`src/rtl/college_report_reader.sv`:
```
// Reader side of the college score channel: gathers math/physics/lab scores
// into a snapshot and hands one consolidated report to the consumer.
//
// state     | meaning
// ----------+-------------------------------------------------------------
// S_COLLECT | accepting scores, filling the have-mask, no report offered
// S_REPORT  | snapshot frozen on rpt_*, waiting for the consumer handshake
module college_report_reader #(
  parameter int W         = 8,
  parameter int MAX_SCORE = 100,
  parameter int PASS_MARK = 40
) (
  input  logic           clk_i,
  input  logic           rst_i,
  input  logic           score_valid_i,
  output logic           score_ready_o,
  input  logic [1:0]     score_subj_i,
  input  logic [W-1:0]   score_data_i,
  output logic           rpt_valid_o,
  input  logic           rpt_ready_i,
  output logic [W-1:0]   rpt_math_o,
  output logic [W-1:0]   rpt_physics_o,
  output logic [W-1:0]   rpt_lab_o,
  output logic [W+1:0]   rpt_total_o,
  output logic           rpt_pass_o,
  output logic [7:0]     rpt_count_o,
  output logic           err_clamp_o,
  output logic           err_subj_o
);

  localparam logic [W-1:0] MAX_V  = W'(MAX_SCORE);
  localparam logic [W-1:0] PASS_V = W'(PASS_MARK);

  typedef enum logic {S_COLLECT, S_REPORT} state_t;

  state_t         state_q;
  logic           score_ready_q;
  logic           rpt_valid_q;
  logic [2:0]     have_q, have_d;
  logic [W-1:0]   math_q, math_d;
  logic [W-1:0]   phys_q, phys_d;
  logic [W-1:0]   lab_q, lab_d;
  logic [W-1:0]   rpt_math_q, rpt_phys_q, rpt_lab_q;
  logic [W+1:0]   rpt_total_q, total_d;
  logic           rpt_pass_q, pass_d;
  logic [7:0]     count_q;
  logic           err_clamp_q, err_subj_q;

  logic           accept;
  logic           over;
  logic [W-1:0]   clamped;

  // score_ready is a register that is high exactly in S_COLLECT
  assign accept  = score_valid_i & score_ready_q;
  assign over    = score_data_i > MAX_V;
  assign clamped = over ? MAX_V : score_data_i;

  always_comb begin
    math_d = math_q;
    phys_d = phys_q;
    lab_d  = lab_q;
    have_d = have_q;
    if (accept) begin
      case (score_subj_i)
        2'd0: begin math_d = clamped; have_d[0] = 1'b1; end
        2'd1: begin phys_d = clamped; have_d[1] = 1'b1; end
        2'd2: begin lab_d  = clamped; have_d[2] = 1'b1; end
        default: ;
      endcase
    end
    total_d = {2'b00, math_d} + {2'b00, phys_d} + {2'b00, lab_d};
    pass_d  = (math_d >= PASS_V) && (phys_d >= PASS_V) && (lab_d >= PASS_V);
  end

  always_ff @(posedge clk_i) begin
    if (rst_i) begin
      state_q       <= S_COLLECT;
      score_ready_q <= 1'b1;
      rpt_valid_q   <= 1'b0;
      have_q        <= '0;
      math_q        <= '0;
      phys_q        <= '0;
      lab_q         <= '0;
      rpt_math_q    <= '0;
      rpt_phys_q    <= '0;
      rpt_lab_q     <= '0;
      rpt_total_q   <= '0;
      rpt_pass_q    <= 1'b0;
      count_q       <= '0;
      err_clamp_q   <= 1'b0;
      err_subj_q    <= 1'b0;
    end else begin
      case (state_q)
        S_COLLECT: begin
          math_q <= math_d;
          phys_q <= phys_d;
          lab_q  <= lab_d;
          have_q <= have_d;
          if (accept && over && (score_subj_i != 2'd3)) err_clamp_q <= 1'b1;
          if (accept && (score_subj_i == 2'd3))         err_subj_q  <= 1'b1;
          // snapshot includes the score arriving on this very edge
          if (have_d == 3'b111) begin
            state_q       <= S_REPORT;
            score_ready_q <= 1'b0;
            rpt_valid_q   <= 1'b1;
            rpt_math_q    <= math_d;
            rpt_phys_q    <= phys_d;
            rpt_lab_q     <= lab_d;
            rpt_total_q   <= total_d;
            rpt_pass_q    <= pass_d;
          end
        end
        S_REPORT: begin
          if (rpt_ready_i) begin
            state_q       <= S_COLLECT;
            score_ready_q <= 1'b1;
            rpt_valid_q   <= 1'b0;
            have_q        <= '0;
            count_q       <= count_q + 8'd1;
          end
        end
        default: begin
          state_q       <= S_COLLECT;
          score_ready_q <= 1'b1;
          rpt_valid_q   <= 1'b0;
        end
      endcase
    end
  end

  assign score_ready_o = score_ready_q;
  assign rpt_valid_o   = rpt_valid_q;
  assign rpt_math_o    = rpt_math_q;
  assign rpt_physics_o = rpt_phys_q;
  assign rpt_lab_o     = rpt_lab_q;
  assign rpt_total_o   = rpt_total_q;
  assign rpt_pass_o    = rpt_pass_q;
  assign rpt_count_o   = count_q;
  assign err_clamp_o   = err_clamp_q;
  assign err_subj_o    = err_subj_q;

endmodule

```
`config.mk`:
```
export PLATFORM = sky130hd
export DESIGN_NAME = college_report_reader
export DESIGN_NICKNAME = d
export VERILOG_FILES = /design/src/rtl/college_report_reader.sv
export SDC_FILE = /design/constraint.sdc
export NUM_CORES = 1
export LEC_CHECK = 0
export CAP_MARGIN = 20
export CORE_UTILIZATION = 45
export DETAILED_ROUTE_END_ITERATION = 6
export PLACE_DENSITY = 0.81
export SLEW_MARGIN = 10
export SYNTH_ARGS = -nofsm -noshare
export SYNTH_HDL_FRONTEND = slang
export SYNTH_SLANG_ARGS = --single-unit
```
`constraint.sdc`:
```
create_clock -name clk_i -period 5.5 [get_ports clk_i]
set_input_delay 1.65 -clock clk_i [delete_from_list [all_inputs] [get_ports clk_i]]
set_output_delay 1.65 -clock clk_i [all_outputs]
set_load 0.02 [all_outputs]
```
; ---- Yosys cells after proc, flatten, opt, wreduce, memory -nomap -nowiden
; Cells that the tools add are included.
[classes]
div_mod_pow = 0
shifts = 0
bitwise_logic = 2
addsub = 3
n_mul = 0
muxes = 22
order_cmp = 4
n_eq_ne = 7
reduce_logical = 11
[ops]
columns = op, n
row1 = $mux 8, 7
row2 = $ge 8x6->1 const B, 3
row3 = $add 9x8->10, 1
row4 = $reduce_and 2->1, 5
row5 = $add 8x8->9, 1
row6 = $mux 1, 9
row7 = $add 8x1->8 const B, 1
row8 = $gt 8x7->1 const B, 1
row9 = $mux 3, 2
row10 = $ne 2x2->1 const B, 3
row11 = $pmux 1 s2, 3
row12 = $pmux 3 s2, 1
row13 = $logic_and 1x1->1, 5
row14 = $eq 2x2->1 const B, 2
row15 = $eq 3x3->1 const B, 1
row16 = $eq 2x1->1 const B, 1
row17 = $logic_not 2->1, 1
row18 = $and 1x1->1, 1
row19 = $not 1->1, 1
[totals]
wordCells = 64
rom_bits = 0
latch_bits = 0
inputBits = 14
memories = 0
register_bits = 75
ramBits = 0

; ---- Depth between registers and ports, before layout
[logic_depth]
depth_word = 7
ltp_mapped = 15

; ---- Least setup slack after synthesis
; OpenSTA, ideal clock, no wires.
[synth_path]
kind = in2reg
startpoint = input port score_subj_i[1]
endpoint = register rpt_total_q[7] (netlist: rpt_total_o[7])
n_path_buf = 2
required_time_ps = 5441
arrival_time_ps = 4555
setup_slack_ps = 886
cell_stages = 14
path_cell_list = buf_4 > nand4b_2 > clkbuf_1 > nand2_1 > o21ai_0 > fa_1 > ha_1 > inv_1 > fa_1 > nand2b_1 > a21oi_1 > o21ai_0 > a2111oi_4 > a31o_1
[synth_between]
elab_chain_cells = 5
[synth_lines]
columns = item, line
row1 = from (decl), 17  ; input logic [1:0] score_subj_i,
row2 = $eq 2x1->1, 64  ; case (score_subj_i)
row3 = $mux 8, 64
row4 = $mux 8, 63  ; if (accept) begin
row5 = via phys_d[1], 41  ; logic [W-1:0] phys_q, phys_d;
row6 = $add 8x8->9, 71  ; total_d = {2'b00, math_d} + {2'b00, phys_d} + {2'b00, lab_d};
row7 = $add 9x8->10, 71
row8 = to (signal assigned), 109  ; rpt_total_q <= total_d;
row9 = to (decl), 44  ; logic [W+1:0] rpt_total_q, total_d;
; The timed path passes the listed nets, and every way through them passes these cells.
; A chain may end at the register's enable or synchronous reset.

; ---- Final worst setup path
[layout_path]
startpoint = input port score_subj_i[0]
endpoint = register rpt_total_q[7] (netlist: rpt_total_o[7])
[layout_between]
elab_chain_cells = 5
[layout_lines]
columns = item, line
row1 = $logic_not 2->1, 64
row2 = $mux 8, 64
row3 = $mux 8, 63
row4 = via math_d[1], 40  ; logic [W-1:0] math_q, math_d;
row5 = $add 8x8->9, 71
row6 = $add 9x8->10, 71
; The timed path passes the listed nets, and every way through them passes these cells.

==> results.json <==
{
  "syn_avg_cell_area_um2": 8.48,
  "power.density_nw_per_um2": 250,
  "p_leak_nw": 1.71,
  "syn_inst": 453,
  "clk_latency_ps": 350,
  "drive_above_1_share_pct": 9.18,
  "vias": 3402,
  "final_common_cell": "dfxtp_1",
  "post-route-period-util_pct": 91.8,
  "cts_root_buf": "clkbuf_8",
  "cts_tree": "done",
  "max_slew.worst_pin.slew_ps": 974,
  "die_h_um": 94.4,
  "port_buffers": 60,
  "cts_buffer_depth": 2,
  "vdd_drop_max_mv": 0.129,
  "cp.required_ps": 5790,
  "end_kind": "flip-flop",
  "yosysTopAreaCellShare_pct": 39.1,
  "max_freq_mhz": 198,
  "dpl.hpwl_um": 6770,
  "r2r_setup_slack_ps": 1900,
  "htreeDepth": 3,
  "clock-skew-final_ps": 6.03,
  "antenna_found_initial": 0,
  "synth_largest_area_cell": "dfxtp_1",
  "grt_pass1_wl_um": 15700,
  "violations": "design-rule violations",
  "dp_cells": 601,
  "die_w_um": 94.4,
  "fillerInstances": 750,
  "cts_buffers": 9,
  "hold_buffers": 0,
  "grt_pass1_vias": 3247,
  "rsz0062_at_grt": "no",
  "cts_resized": 0,
  "clk_pin_slew_ps": 70,
  "ys_ff_latch": 75,
  "drt-initial-drc-count": 260,
  "syn-cell-area_um2": 3840,
  "synth_ff_type": "dfxtp_1",
  "period_needed_ps": 5050,
  "numClockSinks": 75,
  "drtAntennaViolNets": 0,
  "dieArea_um2": 8920,
  "grt_max_degree": 68,
  "start_kind": "primary input",
  "final_util_pct": 56.9,
  "synth_cell_types": 58,
  "crit_fanout": 9,
  "ys_seq_area_share_pct": 39.1,
  "hold_path_depth": 2,
  "final_cells": 617,
  "dr.pass1.iters": 7,
  "place_congestion": 0.913,
  "outcome": "finished, violations left",
  "synthTopCellsByArea": "dfxtp_1 39%, nand2_1 6.9%, a21oi_1 6.3%",
  "syn2layout_area_growth_pct": 22.3,
  "core_area_um2": 8260,
  "maxCapViolCount": 0,
  "hold_path_class": "reg2reg",
  "relSlewSlack_pct": 35.0,
  "wl_per_cell_um": 15.2,
  "ioPinCount": 61,
  "fp-row-count": 33,
  "synth_warnings": 0,
  "via_per_inst": 5.51,
  "drc": 15,
  "finalSetupViolations": 0,
  "cp.arrival_ps": 5340,
  "slew_viol_final": 0,
  "finalHoldViolCount": 0,
  "synth-edff-count": 0,
  "tns_ps": 0,
  "final_cell_mix": "75 x dfxtp_1, 71 x nand2_1, 59 x clkdlybuf4s50_1",
  "syn_nets": 484,
  "post_cts_buffers": 0,
  "wl_um": 9380,
  "n_antenna_cell": 0,
  "synthArstFlopShare_pct": 0,
  "track_usage_pct": 22.9,
  "fin_nets": 538,
  "grt_overflow": 0,
  "path_class": "in2reg",
  "worstRegToRegCells": 12,
  "initial_core_util_pct": 46.5
}
[state kept, by name, indices dropped and copies added (netlist names)]
| name | flops |
|---|---|
| phys_q | 8 |
| rpt_pass_o | 1 |
| rpt_total_o | 10 |
| state_q | 1 |
| rpt_math_o | 8 |
| err_subj_o | 1 |
| rpt_count_o | 8 |
| lab_q | 8 |
| have_q | 3 |
| score_ready_o | 1 |
| math_q | 8 |
| rpt_valid_o | 1 |
| rpt_lab_o | 8 |
| rpt_physics_o | 8 |
| err_clamp_o | 1 |
[metrics by stage]
step | instance area (um^2) | hold WS (ps) | total power [mW] | setup WS (ps)
final | 4700 | 452 | 1.18 | 448
after global routing | 4700 | 477 | 1.22 | 186
after CTS | 4700 | 457 | 1.18 | 549
after detailed placement | 4470 | 446 | 0.706 | 181
after global placement | 4470 | 443 | 0.702 | 310
after floorplan | 3840 | 435 | 0.664 | 886
[kinds of logic after synthesis]
group,Yosys count,share of synthesized area (%)
AO/OA/AOI/OAI,121,21.8
XOR/XNOR,11,2.51
adder cells (fa/ha/maj),17,6.90
buffers and inverters,41,5.92
flip-flops,75,39.1
multiplexers,8,2.08
AND/OR/NAND/NOR,180,21.7
[cell usage after synthesis (all sizes together) (4+ instances only)]
library cell  number
o21a               8
nor3               8
buf               18
mux2i              8
fa                 7
ha                10
clkbuf            10
xor2               7
dfxtp             75
nand3              9
and3               5
nand2b             9
a21oi             49
inv               12
and2               8
o21ai             20
nor2              55
a211oi            20
nand2             71
xnor2              4
[per-layer routing]
layer  wire length, um  track usage [%]  vias to the layer above
met4               281             10.9                        0
met2              4060             33.9                      126
met3               636             5.88                       22
met5                 0                0                        -
met1              4400             31.0                     1590
li1                  -                -                     1664
[layout make-up]
| cell class | count | area (um^2) | share of cell area, % |
|---|---|---|---|
| flip-flops and latches | 75 | 1500 | 31.9 |
| well taps | 105 | 131 | 2.79 |
| inverters | 13 | 48.8 | 1.04 |
| clock buffers | 11 | 151 | 3.22 |
| clock inverters | 5 | 75.1 | 1.60 |
| repair buffers | 71 | 678 | 14.4 |
| multi-input cells | 337 | 2110 | 45.0 |
[power by group]
group | internal [mW] | leakage (nW) | switching, mW
clock | 0.278 | 0.119 | 0.202
combinational | 0.0547 | 0.989 | 0.0824
sequential | 0.552 | 0.606 | 0.00696
total | 0.884 | 1.71 | 0.292
[critical path: stages]
cell,delay (ps)
clkdlybuf4s50_1,560
nand4bb_1,490
nand2_1,160
o21ai_0,160
fa_1,580
ha_1,190
inv_1,60
fa_1,400
nand2b_1,190
a21oi_1,260
o21ai_0,200
a2111oi_4,320
a31o_1,130
[path summary, 6_finish.rpt]
check,endpoint,startpoint
worst max-delay path,rpt_total_o[7],score_subj_i[0]
worst min-delay path,rpt_total_o[3],rpt_total_o[3]
worst max register to register,rpt_total_o[7],score_ready_o
worst min register to register,rpt_total_o[3],rpt_total_o[3]
Note: power is estimated with default switching activity, not from simulation.
